==> config.mk <==
export PLATFORM = sky130hd
export DESIGN_NAME = k12a_uart_loader
export DESIGN_NICKNAME = d
export VERILOG_FILES = /design/src/rtl/k12a_uart_loader_pkg.sv /design/src/rtl/k12a_uart_rx.sv /design/src/rtl/k12a_uart_loader.sv
export SDC_FILE = /design/constraint.sdc
export NUM_CORES = 1
export LEC_CHECK = 0
export ABC_CLOCK_PERIOD_IN_PS = 5700
export CAP_MARGIN = 20
export CORE_MARGIN = 2
export CORE_UTILIZATION = 50
export CTS_CLUSTER_SIZE = 10
export DETAILED_ROUTE_END_ITERATION = 16
export PLACE_DENSITY = 0.7
export SYNTH_ARGS = -nofsm -noshare
export SYNTH_HDL_FRONTEND = slang
export SYNTH_SLANG_ARGS = --single-unit
export TNS_END_PERCENT = 1
==> constraint.sdc <==
create_clock -name cpu_clock -period 5.7 [get_ports cpu_clock]
set_clock_uncertainty 0.05 [all_clocks]
set_input_delay 0.855 -clock cpu_clock [delete_from_list [all_inputs] [get_ports cpu_clock]]
set_output_delay 0.855 -clock cpu_clock [all_outputs]
set_load 0.1 [all_outputs]
==> src/rtl/k12a_uart_loader_pkg.sv <==
// Shared k12a types and constants for the UART program loader.
package k12a_uart_loader_pkg;

  typedef enum logic [2:0] {
    ST_IDLE,
    ST_ADDR_HI,
    ST_ADDR_LO,
    ST_LEN,
    ST_DATA,
    ST_CSUM
  } loader_state_t;

  typedef enum logic [1:0] {
    RX_IDLE,
    RX_START,
    RX_DATA,
    RX_STOP
  } rx_state_t;

  localparam logic [7:0] LDR_SYNC = 8'h55;
  localparam logic [7:0] LDR_RUN  = 8'hAA;
  localparam logic [7:0] LDR_ACK  = 8'h06;
  localparam logic [7:0] LDR_NAK  = 8'h15;

endpackage

==> src/rtl/k12a_uart_rx.sv <==
// UART 8N1 receiver: synchroniser, glitch-rejecting start, mid-bit sampling.
module k12a_uart_rx
  import k12a_uart_loader_pkg::*;
#(
  parameter int CLKS_PER_BIT = 16
) (
  input  logic       cpu_clock,
  input  logic       reset_n,
  input  logic       uart_rx,
  output logic       rx_valid,
  output logic       rx_ferr,
  output logic [7:0] rx_data
);

  localparam int CW = $clog2(CLKS_PER_BIT);
  localparam logic [CW-1:0] HALF = CW'(CLKS_PER_BIT / 2 - 1);
  localparam logic [CW-1:0] LAST = CW'(CLKS_PER_BIT - 1);

  rx_state_t     st;
  logic [1:0]    sync_q;
  logic          prev_q;
  logic [CW-1:0] cnt;
  logic [2:0]    bitn;

  always_ff @(posedge cpu_clock or negedge reset_n) begin
    if (!reset_n) begin
      st       <= RX_IDLE;
      sync_q   <= 2'b11;
      prev_q   <= 1'b1;
      cnt      <= '0;
      bitn     <= '0;
      rx_data  <= '0;
      rx_valid <= 1'b0;
      rx_ferr  <= 1'b0;
    end else begin
      sync_q   <= {sync_q[0], uart_rx};
      prev_q   <= sync_q[1];
      rx_valid <= 1'b0;
      rx_ferr  <= 1'b0;
      unique case (st)
        RX_IDLE: begin
          cnt <= '0;
          if (prev_q && !sync_q[1]) st <= RX_START;
        end
        RX_START: begin
          if (cnt == HALF) begin
            cnt  <= '0;
            bitn <= '0;
            st   <= sync_q[1] ? RX_IDLE : RX_DATA;
          end else begin
            cnt <= cnt + 1'b1;
          end
        end
        RX_DATA: begin
          if (cnt == LAST) begin
            cnt     <= '0;
            rx_data <= {sync_q[1], rx_data[7:1]};
            if (bitn == 3'd7) st <= RX_STOP;
            else bitn <= bitn + 3'd1;
          end else begin
            cnt <= cnt + 1'b1;
          end
        end
        RX_STOP: begin
          if (cnt == LAST) begin
            cnt      <= '0;
            st       <= RX_IDLE;
            rx_valid <= sync_q[1];
            rx_ferr  <= !sync_q[1];
          end else begin
            cnt <= cnt + 1'b1;
          end
        end
      endcase
    end
  end

endmodule

==> src/rtl/k12a_uart_loader.sv <==
// Host UART loader for k12a: frame parser, memory writer, core hold, ACK/NAK TX.
module k12a_uart_loader
  import k12a_uart_loader_pkg::*;
#(
  parameter int CLKS_PER_BIT  = 16,
  parameter bit HOLD_AT_RESET = 1'b1
) (
  input  logic        cpu_clock,
  input  logic        reset_n,
  input  logic        uart_rx,
  output logic        uart_tx,
  output logic        cpu_reset_n,
  output logic        prog_we,
  output logic [15:0] prog_addr,
  output logic [7:0]  prog_data,
  output logic        loading,
  output logic        error
);

  localparam int CW = $clog2(CLKS_PER_BIT);
  localparam logic [CW-1:0] LAST = CW'(CLKS_PER_BIT - 1);

  logic       rx_valid;
  logic       rx_ferr;
  logic [7:0] rx_data;

  k12a_uart_rx #(
    .CLKS_PER_BIT(CLKS_PER_BIT)
  ) u_rx (
    .cpu_clock(cpu_clock),
    .reset_n  (reset_n),
    .uart_rx  (uart_rx),
    .rx_valid (rx_valid),
    .rx_ferr  (rx_ferr),
    .rx_data  (rx_data)
  );

  loader_state_t state;
  logic [15:0]   addr;
  logic [8:0]    remain;
  logic [7:0]    sum;
  logic          resp_req;
  logic [7:0]    resp_byte;

  always_ff @(posedge cpu_clock or negedge reset_n) begin
    if (!reset_n) begin
      state       <= ST_IDLE;
      cpu_reset_n <= !HOLD_AT_RESET;
      prog_we     <= 1'b0;
      prog_addr   <= '0;
      prog_data   <= '0;
      loading     <= 1'b0;
      error       <= 1'b0;
      addr        <= '0;
      remain      <= '0;
      sum         <= '0;
      resp_req    <= 1'b0;
      resp_byte   <= '0;
    end else begin
      prog_we  <= 1'b0;
      resp_req <= 1'b0;
      if (rx_ferr && state != ST_IDLE) begin
        state     <= ST_IDLE;
        error     <= 1'b1;
        loading   <= 1'b0;
        resp_req  <= 1'b1;
        resp_byte <= LDR_NAK;
      end else if (rx_valid) begin
        unique case (state)
          ST_IDLE: begin
            unique case (1'b1)
              (rx_data == LDR_SYNC): begin
                state       <= ST_ADDR_HI;
                loading     <= 1'b1;
                cpu_reset_n <= 1'b0;
                error       <= 1'b0;
                sum         <= '0;
              end
              (rx_data == LDR_RUN): begin
                cpu_reset_n <= 1'b1;
                resp_req    <= 1'b1;
                resp_byte   <= LDR_ACK;
              end
              default: ;
            endcase
          end
          ST_ADDR_HI: begin
            addr[15:8] <= rx_data;
            sum        <= sum + rx_data;
            state      <= ST_ADDR_LO;
          end
          ST_ADDR_LO: begin
            addr[7:0] <= rx_data;
            sum       <= sum + rx_data;
            state     <= ST_LEN;
          end
          ST_LEN: begin
            remain <= (rx_data == 8'd0) ? 9'd256 : {1'b0, rx_data};
            sum    <= sum + rx_data;
            state  <= ST_DATA;
          end
          ST_DATA: begin
            prog_we   <= 1'b1;
            prog_addr <= addr;
            prog_data <= rx_data;
            addr      <= addr + 16'd1;
            sum       <= sum + rx_data;
            remain    <= remain - 9'd1;
            if (remain == 9'd1) state <= ST_CSUM;
          end
          ST_CSUM: begin
            state    <= ST_IDLE;
            loading  <= 1'b0;
            resp_req <= 1'b1;
            if (rx_data == sum) begin
              resp_byte <= LDR_ACK;
            end else begin
              resp_byte <= LDR_NAK;
              error     <= 1'b1;
            end
          end
          default: state <= ST_IDLE;
        endcase
      end
    end
  end

  logic          tx_busy;
  logic [CW-1:0] tx_cnt;
  logic [3:0]    tx_bitn;
  logic [8:0]    tx_shift;
  logic          pend_v;
  logic [7:0]    pend_byte;

  // shift holds {stop, data}; the start bit is driven on load
  always_ff @(posedge cpu_clock or negedge reset_n) begin
    if (!reset_n) begin
      uart_tx   <= 1'b1;
      tx_busy   <= 1'b0;
      tx_cnt    <= '0;
      tx_bitn   <= '0;
      tx_shift  <= '1;
      pend_v    <= 1'b0;
      pend_byte <= '0;
    end else begin
      if (tx_busy) begin
        if (tx_cnt == LAST) begin
          tx_cnt <= '0;
          if (tx_bitn == 4'd9) begin
            tx_busy <= 1'b0;
          end else begin
            uart_tx  <= tx_shift[0];
            tx_shift <= {1'b1, tx_shift[8:1]};
            tx_bitn  <= tx_bitn + 4'd1;
          end
        end else begin
          tx_cnt <= tx_cnt + 1'b1;
        end
      end else if (pend_v) begin
        tx_busy  <= 1'b1;
        uart_tx  <= 1'b0;
        tx_shift <= {1'b1, pend_byte};
        tx_cnt   <= '0;
        tx_bitn  <= '0;
        pend_v   <= 1'b0;
      end
      if (resp_req) begin
        pend_v    <= 1'b1;
        pend_byte <= resp_byte;
      end
    end
  end

endmodule

## Word-level counts from Yosys, hierarchy flattened

Cells that the tools add are included.
Widths: inputs -> output; s select.

| storage, ports and cells | value |
|---|---|
| flip-flop bits (word level) | 123 |
| bits of input ports | 3 |
| word-level logic and storage cells | 170 |
| output and inout bits | 29 |

| cells by class | value |
|---|---|
| bitwise operators | 1 |
| $add $sub $neg | 7 |
| reduce and logical (&&, ||, !) cells | 32 |
| eq/ne operators | 31 |
| muxes and demuxes | 71 |

Operators by type and width:

| cell | count |
|---|---|
| $pmux 8 s2 | 4 |
| $mux 9 | 5 |
| $mux 4 | 8 |
| $mux 8 | 4 |
| $mux 1 | 27 |
| $reduce_and 3->1 | 8 |
| $mux 3 | 7 |
| $pmux 9 s2 | 1 |
| $add 16x1->16 const B | 1 |
| $reduce_and 4->1 | 4 |
| $reduce_bool 2->1 | 8 |
| $pmux 3 s5 | 1 |
| $add 4x1->4 const B | 3 |
| $eq 4x4->1 const B | 3 |
| $mux 2 | 6 |
| $ne 2x1->1 const B | 6 |
| $ne 3x3->1 const B | 4 |
| $pmux 4 s3 | 1 |
| $eq 3x3->1 const B | 3 |
| $eq 9x1->1 const B | 1 |
| $sub 9x1->9 const B | 1 |
| $add 8x8->8 | 1 |
| $eq 8x7->1 const B | 1 |
| $eq 8x8->1 | 1 |
| 23 further kinds | 33 |

## Longest topological paths before layout

Gate-level depths: netlist (run 1).

| depth | value |
|---|---|
| word-level depth | 5 |
| gate-level depth with buffers | 8 |
| mapped depth without buffers | 7 |

## Cells and area by module

A second synthesis (run 1) with hierarchy kept.

| second synthesis, totals | value |
|---|---|
| cell total of the unflattened synthesis | 535 |
| area, all modules | 5723.0 um^2 |

By module, submodules not included:

| module | seq. area each (um^2) | instances | cells each | area an instance (um^2) |
|---|---|---|---|---|
| k12a_uart_loader | 2263.4 | 1 | 455 | 4660.7 |
| k12a_uart_rx | 554.3 | 1 | 80 | 1062.3 |

## Worst setup path after synthesis (run 1)

No wires, ideal clock.

| timing path | value |
|---|---|
| path kind | flip-flop to flip-flop |
| start | register u_rx.rx_data[1] |
| end | register sum[7] |
| stages on the path, launching flop included | 7 |
| path buffers | 0 |
| path slack | 3.676 ns |
| clock period less this slack | 2.024 ns |
| setup time | 0.124 ns |
| data required time | 5.526 ns |
| arrival time | 1.850 ns |
| cells stage by stage | dfrtp_1 ha_1 a211o_1 a2111oi_0 a211o_1 a21oi_1 a211o_1 |

| on the way | value |
|---|---|
| cells in the longest elaborated chain, start to end | 3 |
| elaborated cells between the ends (all ways) | 5 |
| classes of those cells | add/sub: 1; eq/ne: 2; mux: 1; reduce/logical: 1 |

RTL lines:

| what | RTL line | text |
|---|---|---|
| start, declared | k12a_uart_rx.sv:12 | `output logic [7:0] rx_data` |
| start signal, assigned | k12a_uart_rx.sv:57 | `rx_data <= {sync_q[1], rx_data[7:1]};` |
| branches (longest 3 deep; another with $add 8x8->8) | -- |  |
| end signal, assigned | k12a_uart_loader.sv:89 | `sum <= sum + rx_data;` |
| end signal, assigned | k12a_uart_loader.sv:94 | `sum <= sum + rx_data;` |
| end signal, assigned | k12a_uart_loader.sv:99 | `sum <= sum + rx_data;` |
| end, declared | k12a_uart_loader.sv:41 | `logic [7:0] sum;` |

Several ways; the timed one is not identified.
A chain may end at the register's enable or synchronous reset.

## Worst setup path after layout (run 1)

| timing path | value |
|---|---|
| start | register uart_tx |
| end | output uart_tx |

RTL lines:

| what | RTL line | text |
|---|---|---|
| start, declared | k12a_uart_loader.sv:11 | `output logic uart_tx,` |
| start signal, assigned | k12a_uart_loader.sv:152 | `uart_tx <= tx_shift[0];` |

No word-level cell between the ends.

==> results.py, run 1 <==
metrics = {
    "logic_synthesis": {
        "synth_top_family_by_area": "compound AO/OA/AOI/OAI gates",
        "synth_area_per_cell_um2": 10.6,
        "synth_top_cell_area_share_pct": 44.4,
        "synth_nets": 552,
        "synth_xor_area_share_pct": 1.71,
        "synth_area_mm2": 0.00564,
        "synth.top_cells.by_count": "dfrtp_1 (100), nor2_1 (40), nand2_1 (36)",
        "ys_seq_elements": 112,
        "synthSimpleGateAreaFrac_pct": 13.4,
        "synthMuxAreaShare_pct": 8.33,
        "yosysWarnings": 0,
        "seq_area_frac_synth_pct": 50.0,
        "synth_area_leaders": "dfrtp_1 (44%), dfstp_2 (5.6%), mux2_4 (4.0%)",
        "yosys.area_share.adder_pct": 3.91,
        "yosysTopAreaCell": "dfrtp_1",
        "synth_flop_cell": "dfrtp_1",
        "ys_async_sr_fraction_pct": 100,
        "synth_compound_area_share_pct": 18.9,
        "synth_edf_count": 0,
        "syn_inst": 532,
        "ys_types": 68,
        "post-synth-top-count-cell": "dfrtp_1",
    },
    "power": {
        "combPwrFrac_pct": 6.3,
        "p_clk_share_pct": 39.4,
        "p_sw_w": 0.000379,
        "irDropWorstVdd_v": 0.000148,
        "internal_power_w": 0.00120,
        "power_density_mw_per_mm2": 251,
        "p_sw_share_pct": 24.0,
        "power.total_w": 0.00158,
        "p_leak_nw": 2.99,
        "p_seq_share_pct": 54.3,
    },
    "placed_design": {
        "place.gp.congestion": 0.810,
        "placed_area_mm2": 0.00599,
        "dp_slack_ns": 3.17,
        "port_buffers": 31,
        "hpwl_mm": 7.53,
    },
    "routing": {
        "drcViolationCount": 0,
        "wire_per_inst_um": 16.3,
        "via_per_inst": 6.02,
        "drtIter0Drc": 401,
        "vias": 4157,
        "drtAntennaViolNets": 0,
        "firstDrtPassIters": 6,
        "wl_mm": 11.2,
    },
    "job": {
        "cap_violations": 0,
    },
    "timing": {
        "worst_pin_slew_ns": 1.05,
        "finalMaxSlewViolations": 0,
        "rsz0062_at_grt": "no",
        "fin_crit_sh_pct": 50.9,
        "min_period_ns": 2.90,
        "hold_viol": 0,
        "maxSlewHeadroom_pct": 30.2,
        "fmax_mhz": 345,
        "post-route-worst-setup-slack_ns": 2.80,
        "setup_viol": 0,
        "finalSetupTns_ns": 0,
    },
    "floorplanning": {
        "dieArea_mm2": 0.0121,
        "pin_count": 32,
        "rows": 38,
        "die_width_um": 110,
        "die_y_um": 110,
        "start_util_pct": 51.5,
        "coreArea_mm2": 0.0109,
    },
    "global_routing": {
        "grt_pass1_wl_mm": 19.1,
        "grt_max_degree": 67,
        "grtUsageTotal_pct": 20.3,
        "antenna_found_initial": 0,
        "grt_pass1_vias": 3924,
        "globalRoute.totalOverflow": 0,
    },
    "finish": {
        "final_area_mm2": 0.00628,
        "fill_cells": 920,
        "fin_util_pct": 57.5,
        "layout.nets": 566,
        "antenna_cells": 0,
        "final_layout_size_suffix_gt1_share_pct": 12.0,
        "area_delta_synth_final_pct": 11.5,
    },
    "critical_path": {
        "cpPeakStageDelay_ns": 1.12,
        "worst-path-buf-inv": 1,
        "worstPathRequired_ns": 4.80,
        "cp-end-kind": "output port",
        "path_depth": 1,
        "cp_max_fo": 2,
        "critPathArrivalTime_ns": 1.99,
        "start_kind": "register",
        "crit_family": "buffers and inverters",
        "crit_type": "register to output port",
        "crit_slowest_cell": "clkdlybuf4s50_1",
        "path_cells": "clkdlybuf4s50_1",
        "rr_worst_depth": 5,
    },
    "clock_tree": {
        "cts_setup_buffers": 0,
        "cts_tree": "yes",
        "cts_resized": 0,
        "clkTransAtPathRegs_ns": 0.07,
        "cts.sinks": 112,
        "clk_latency_ns": 0.35,
        "hold_buffers": 0,
        "htreeDepth": 3,
        "cts_buffers": 9,
        "clock-root-buffer": "clkbuf_16",
        "clockBufferDepth": 2,
    },
    "status": {
        "status": "finished clean",
    },
    "hold_path": {
        "hold_path_class": "register to register",
        "holdPathStages": 0,
    },
}
==> area by class of cell <==
cell class	count	area (um^2)	area share, %
sequential	112	2820	44.8
multi-input combinational	373	2610	41.5
timing repair buffer	33	323	5.14
clock buffer	13	272	4.32
tap	140	175	2.79
inverter	17	63.8	1.02
clock inverter	3	23.8	0.378
==> final timing paths <==
check | startpoint | to | slack, ns
max | uart_tx | uart_tx | 2.80
min | u_rx.sync_q[0] | u_rx.sync_q[1] | 0.31
max reg2reg | state[1] | state[0] | 3.18
min reg2reg | u_rx.sync_q[0] | u_rx.sync_q[1] | 0.31
max in group asynchronous | reset_n | u_rx.rx_ferr | 3.94
min in group asynchronous | reset_n | prog_addr[4] | 0.54
==> cell usage in the layout, fill, tap and decap left out, types with 8 or more instances in the layout <==
| master | count |
|---|---|
| dfrtp_1 | 100 |
| nor2_1 | 40 |
| nand2_1 | 36 |
| a21oi_1 | 32 |
| clkdlybuf4s50_1 | 30 |
| o21ai_0 | 20 |
| o21ai_1 | 18 |
| inv_1 | 16 |
| ha_1 | 16 |
| mux2_4 | 15 |
| nand3_1 | 14 |
| dfstp_2 | 12 |
| a31oi_1 | 11 |
| o22a_1 | 11 |
| a22o_1 | 10 |
| mux2_2 | 10 |
| clkbuf_16 | 10 |
| nor3_1 | 9 |
| mux2_1 | 9 |
| xnor2_1 | 8 |
==> metrics by stage <==
| step | hold slack, ns | instances |
|---|---|---|
| floorplan | 0.295 | 532 |
| global placement | 0.296 | 675 |
| detailed placement | 0.299 | 675 |
| CTS | 0.311 | 691 |
| global route | 0.317 | 691 |
| finish | 0.311 | 691 |
==> state kept, by name (all words and copies together), names as in the netlist, 2 cells and up, named ones only <==
| signal | cells |
|---|---|
| addr | 16 |
| prog_addr | 16 |
| remain | 9 |
| prog_data | 8 |
| sum | 8 |
| tx_shift | 8 |
| u_rx.rx_data | 8 |
| tx_bitn | 4 |
| tx_cnt | 4 |
| u_rx.cnt | 4 |
| pend_byte | 3 |
| resp_byte | 3 |
| state | 3 |
| u_rx.bitn | 3 |
| u_rx.sync_q | 2 |
==> metal layers <==
layer	vias up	routed length, um	global-route usage (%)	part of all wire, %
met3	17	502	3.35	4.5
met2	97	5460	33.0	49
met5	-	0	0	0
li1	1969	-	-	-
met4	0	147	6.52	1.3
met1	2074	5130	27.7	46
==> power by group through the flow <==
stage                     Clock [W]  Sequential (W)  Combinational (W)
after floorplan                   0        0.000845          0.0000903
after global placement            0        0.000870          0.0000957
after detailed placement          0        0.000870           0.000100
after CTS                  0.000639        0.000855           0.000101
after global routing       0.000667        0.000862           0.000116
final                      0.000621        0.000856          0.0000986
==> logic make-up after synthesis <==
family,Yosys count
buf+inv,47
flops,112
mux,37
simple gates,149
compound gates,159
fa+ha+maj,17
xor+xnor,11
Power figures use the tool's default switching activity.
==> run 2: changes to the inputs <==
--- a/config.mk
+++ b/config.mk
@@ -5,7 +5,7 @@
 export SDC_FILE = /design/constraint.sdc
 export NUM_CORES = 1
 export LEC_CHECK = 0
-export ABC_CLOCK_PERIOD_IN_PS = 5700
+export ABC_CLOCK_PERIOD_IN_PS = 3000
 export CAP_MARGIN = 20
 export CORE_MARGIN = 2
 export CORE_UTILIZATION = 50
==> constraint.sdc (replaced) <==
create_clock -name cpu_clock -period 3 [get_ports cpu_clock]
set_clock_uncertainty 0.05 [all_clocks]
set_input_delay 0.45 -clock cpu_clock [delete_from_list [all_inputs] [get_ports cpu_clock]]
set_output_delay 0.45 -clock cpu_clock [all_outputs]
set_load 0.1 [all_outputs]
==> results.py, run 2 (same netlist as run 1, synthesis figures left out) <==
metrics = {
    "placed_design": {
        "dp_cells": 678,
        "port_buffers": 31,
        "place.gp.congestion": 0.824,
        "hpwl_mm": 7.65,
        "dp_slack_ns": 0.696,
    },
    "finish": {
        "final_layout_size_suffix_gt1_share_pct": 17.5,
        "instances_no_fill": 694,
        "final-seq-area_mm2": 0.00282,
        "final_common_cell": "dfrtp_1",
        "area_delta_synth_final_pct": 11.5,
        "reg.largest.list": "addr: 16 flops, prog_addr: 16 flops, remain: 9 flops",
        "fin_util_pct": 57.5,
        "final_cell_mix": "dfrtp_1 (100), nor2_1 (40), nand2_1 (36)",
        "fill_cells": 931,
        "multiInputGateArea_mm2": 0.00261,
        "antenna_cells": 0,
        "layout.nets": 569,
    },
    "timing": {
        "hold_viol": 0,
        "rsz0062_at_grt": "no",
        "fin_crit_sh_pct": 77.3,
        "maxSlewHeadroom_pct": 49.6,
        "finalMaxSlewViolations": 0,
        "min_period_ns": 2.32,
        "worst_pin_slew_ns": 0.752,
        "post-route-worst-setup-slack_ns": 0.680,
        "setup_viol": 0,
        "fmax_mhz": 431,
        "holdWs_ns": 0.0149,
        "finalSetupTns_ns": 0,
    },
    "global_routing": {
        "grtUsageTotal_pct": 19.6,
        "grt_pass1_wl_mm": 18.5,
        "grt_max_degree": 51,
        "globalRoute.totalOverflow": 0,
        "grt_pass1_vias": 3859,
        "antenna_found_initial": 0,
    },
    "floorplanning": {
        "dieArea_mm2": 0.0121,
        "die_y_um": 110,
        "die_width_um": 110,
        "start_util_pct": 51.5,
        "pin_count": 32,
        "coreArea_mm2": 0.0109,
        "rows": 38,
    },
    "clock_tree": {
        "cts_tree": "yes",
        "clock-root-buffer": "clkbuf_16",
        "cts_setup_buffers": 0,
        "clkTransAtPathRegs_ns": 0.07,
        "htreeDepth": 3,
        "cts.sinks": 112,
        "clk_latency_ns": 0.34,
        "hold_buffers": 0,
        "clockBufferDepth": 2,
        "cts_buffers": 9,
        "cts_resized": 0,
    },
    "critical_path": {
        "cp-end-kind": "register",
        "startpoint": "state[2]",
        "start_kind": "register",
        "r2r_start": "state[2]",
        "worstPathRequired_ns": 3.18,
        "crit_slowest_cell": "dfrtp_1",
        "cp_max_fo": 31,
        "worst-path-buf-inv": 1,
        "crit_type": "register to register",
        "cpPeakStageDelay_ns": 0.64,
        "critPathArrivalTime_ns": 2.50,
        "path_cells": "or3b_4 -> or2_1 -> buf_4 -> mux2_1",
        "crit_family": "simple AND/OR/NAND/NOR gates",
    },
    "routing": {
        "drcViolationCount": 0,
        "drtIter0Drc": 350,
        "wire_per_inst_um": 16.0,
        "firstDrtPassIters": 5,
        "via_per_inst": 5.87,
        "vias": 4073,
        "wl_mm": 11.1,
        "drtAntennaViolNets": 0,
    },
    "power": {
        "p_leak_nw": 3.09,
        "irDropWorstVdd_v": 0.000299,
        "power_density_mw_per_mm2": 500,
    },
    "hold_path": {
        "hold_path_class": "input pin to asynchronous set/reset pin",
    },
    "status": {
        "status": "finished clean",
    },
    "job": {
        "cap_violations": 0,
    },
}
## run 2: cell types whose count changed in the layout (fill, tap and decap cells not counted), sizes merged
cell and delta:
buf +32, clkdlybuf4s50 -29, clkinvlp -2, bufinv +3, clkbuf -1
## run 2: final cells by class
cell class	instances	area share (%)
inverter	17	1.02
tap	140	2.79
sequential	112	44.8
multi-input combinational	373	41.5
clock inverter	4	1.51
timing repair buffer	36	4.54
clock buffer	12	3.76
## run 2: metrics by stage
step / cell area (um^2) / power (W)
after global routing: 6280 / 0.00328
final: 6280 / 0.00314
after CTS: 6280 / 0.00319
after global placement: 5950 / 0.00184
after floorplan: 5640 / 0.00178
after detailed placement: 5950 / 0.00185
## run 2: report_power, final
group          leakage, nW  switching, W  total (W)  internal (W)
Sequential            1.51     0.0000713    0.00163       0.00155
Combinational         1.42      0.000109   0.000192     0.0000834
Clock                0.161      0.000505    0.00132      0.000816
## run 2: path summary, 6_finish.rpt
kind | endpoint | slack (ns) | cells past startpoint
worst max register to register | prog_addr[5] | 0.68 | 4
worst max-delay path | prog_addr[5] | 0.68 | 4
max in group asynchronous | u_rx.prev_q | 2.12 | 2
worst min register to register | u_rx.sync_q[1] | 0.31 | 0
worst min-delay path | prog_addr[4] | 0.01 | 1
min in group cpu_clock | u_rx.sync_q[1] | 0.31 | 0
## run 2: routing by layer
| metal | part of all wire, % | vias up | track usage [%] |
|---|---|---|---|
| met3 | 4.8 | 22 | 3.23 |
| li1 | - | 1971 | - |
| met5 | 0 | - | 0 |
| met1 | 46 | 1994 | 27.2 |
| met4 | 2.4 | 0 | 8.21 |
| met2 | 46 | 86 | 30.4 |
## run 2: worst register-to-register path: stages (launching register included)
cell and delay (ns):
dfrtp_1 0.64, or3b_4 0.60, or2_1 0.28, buf_4 0.26, mux2_1 0.37
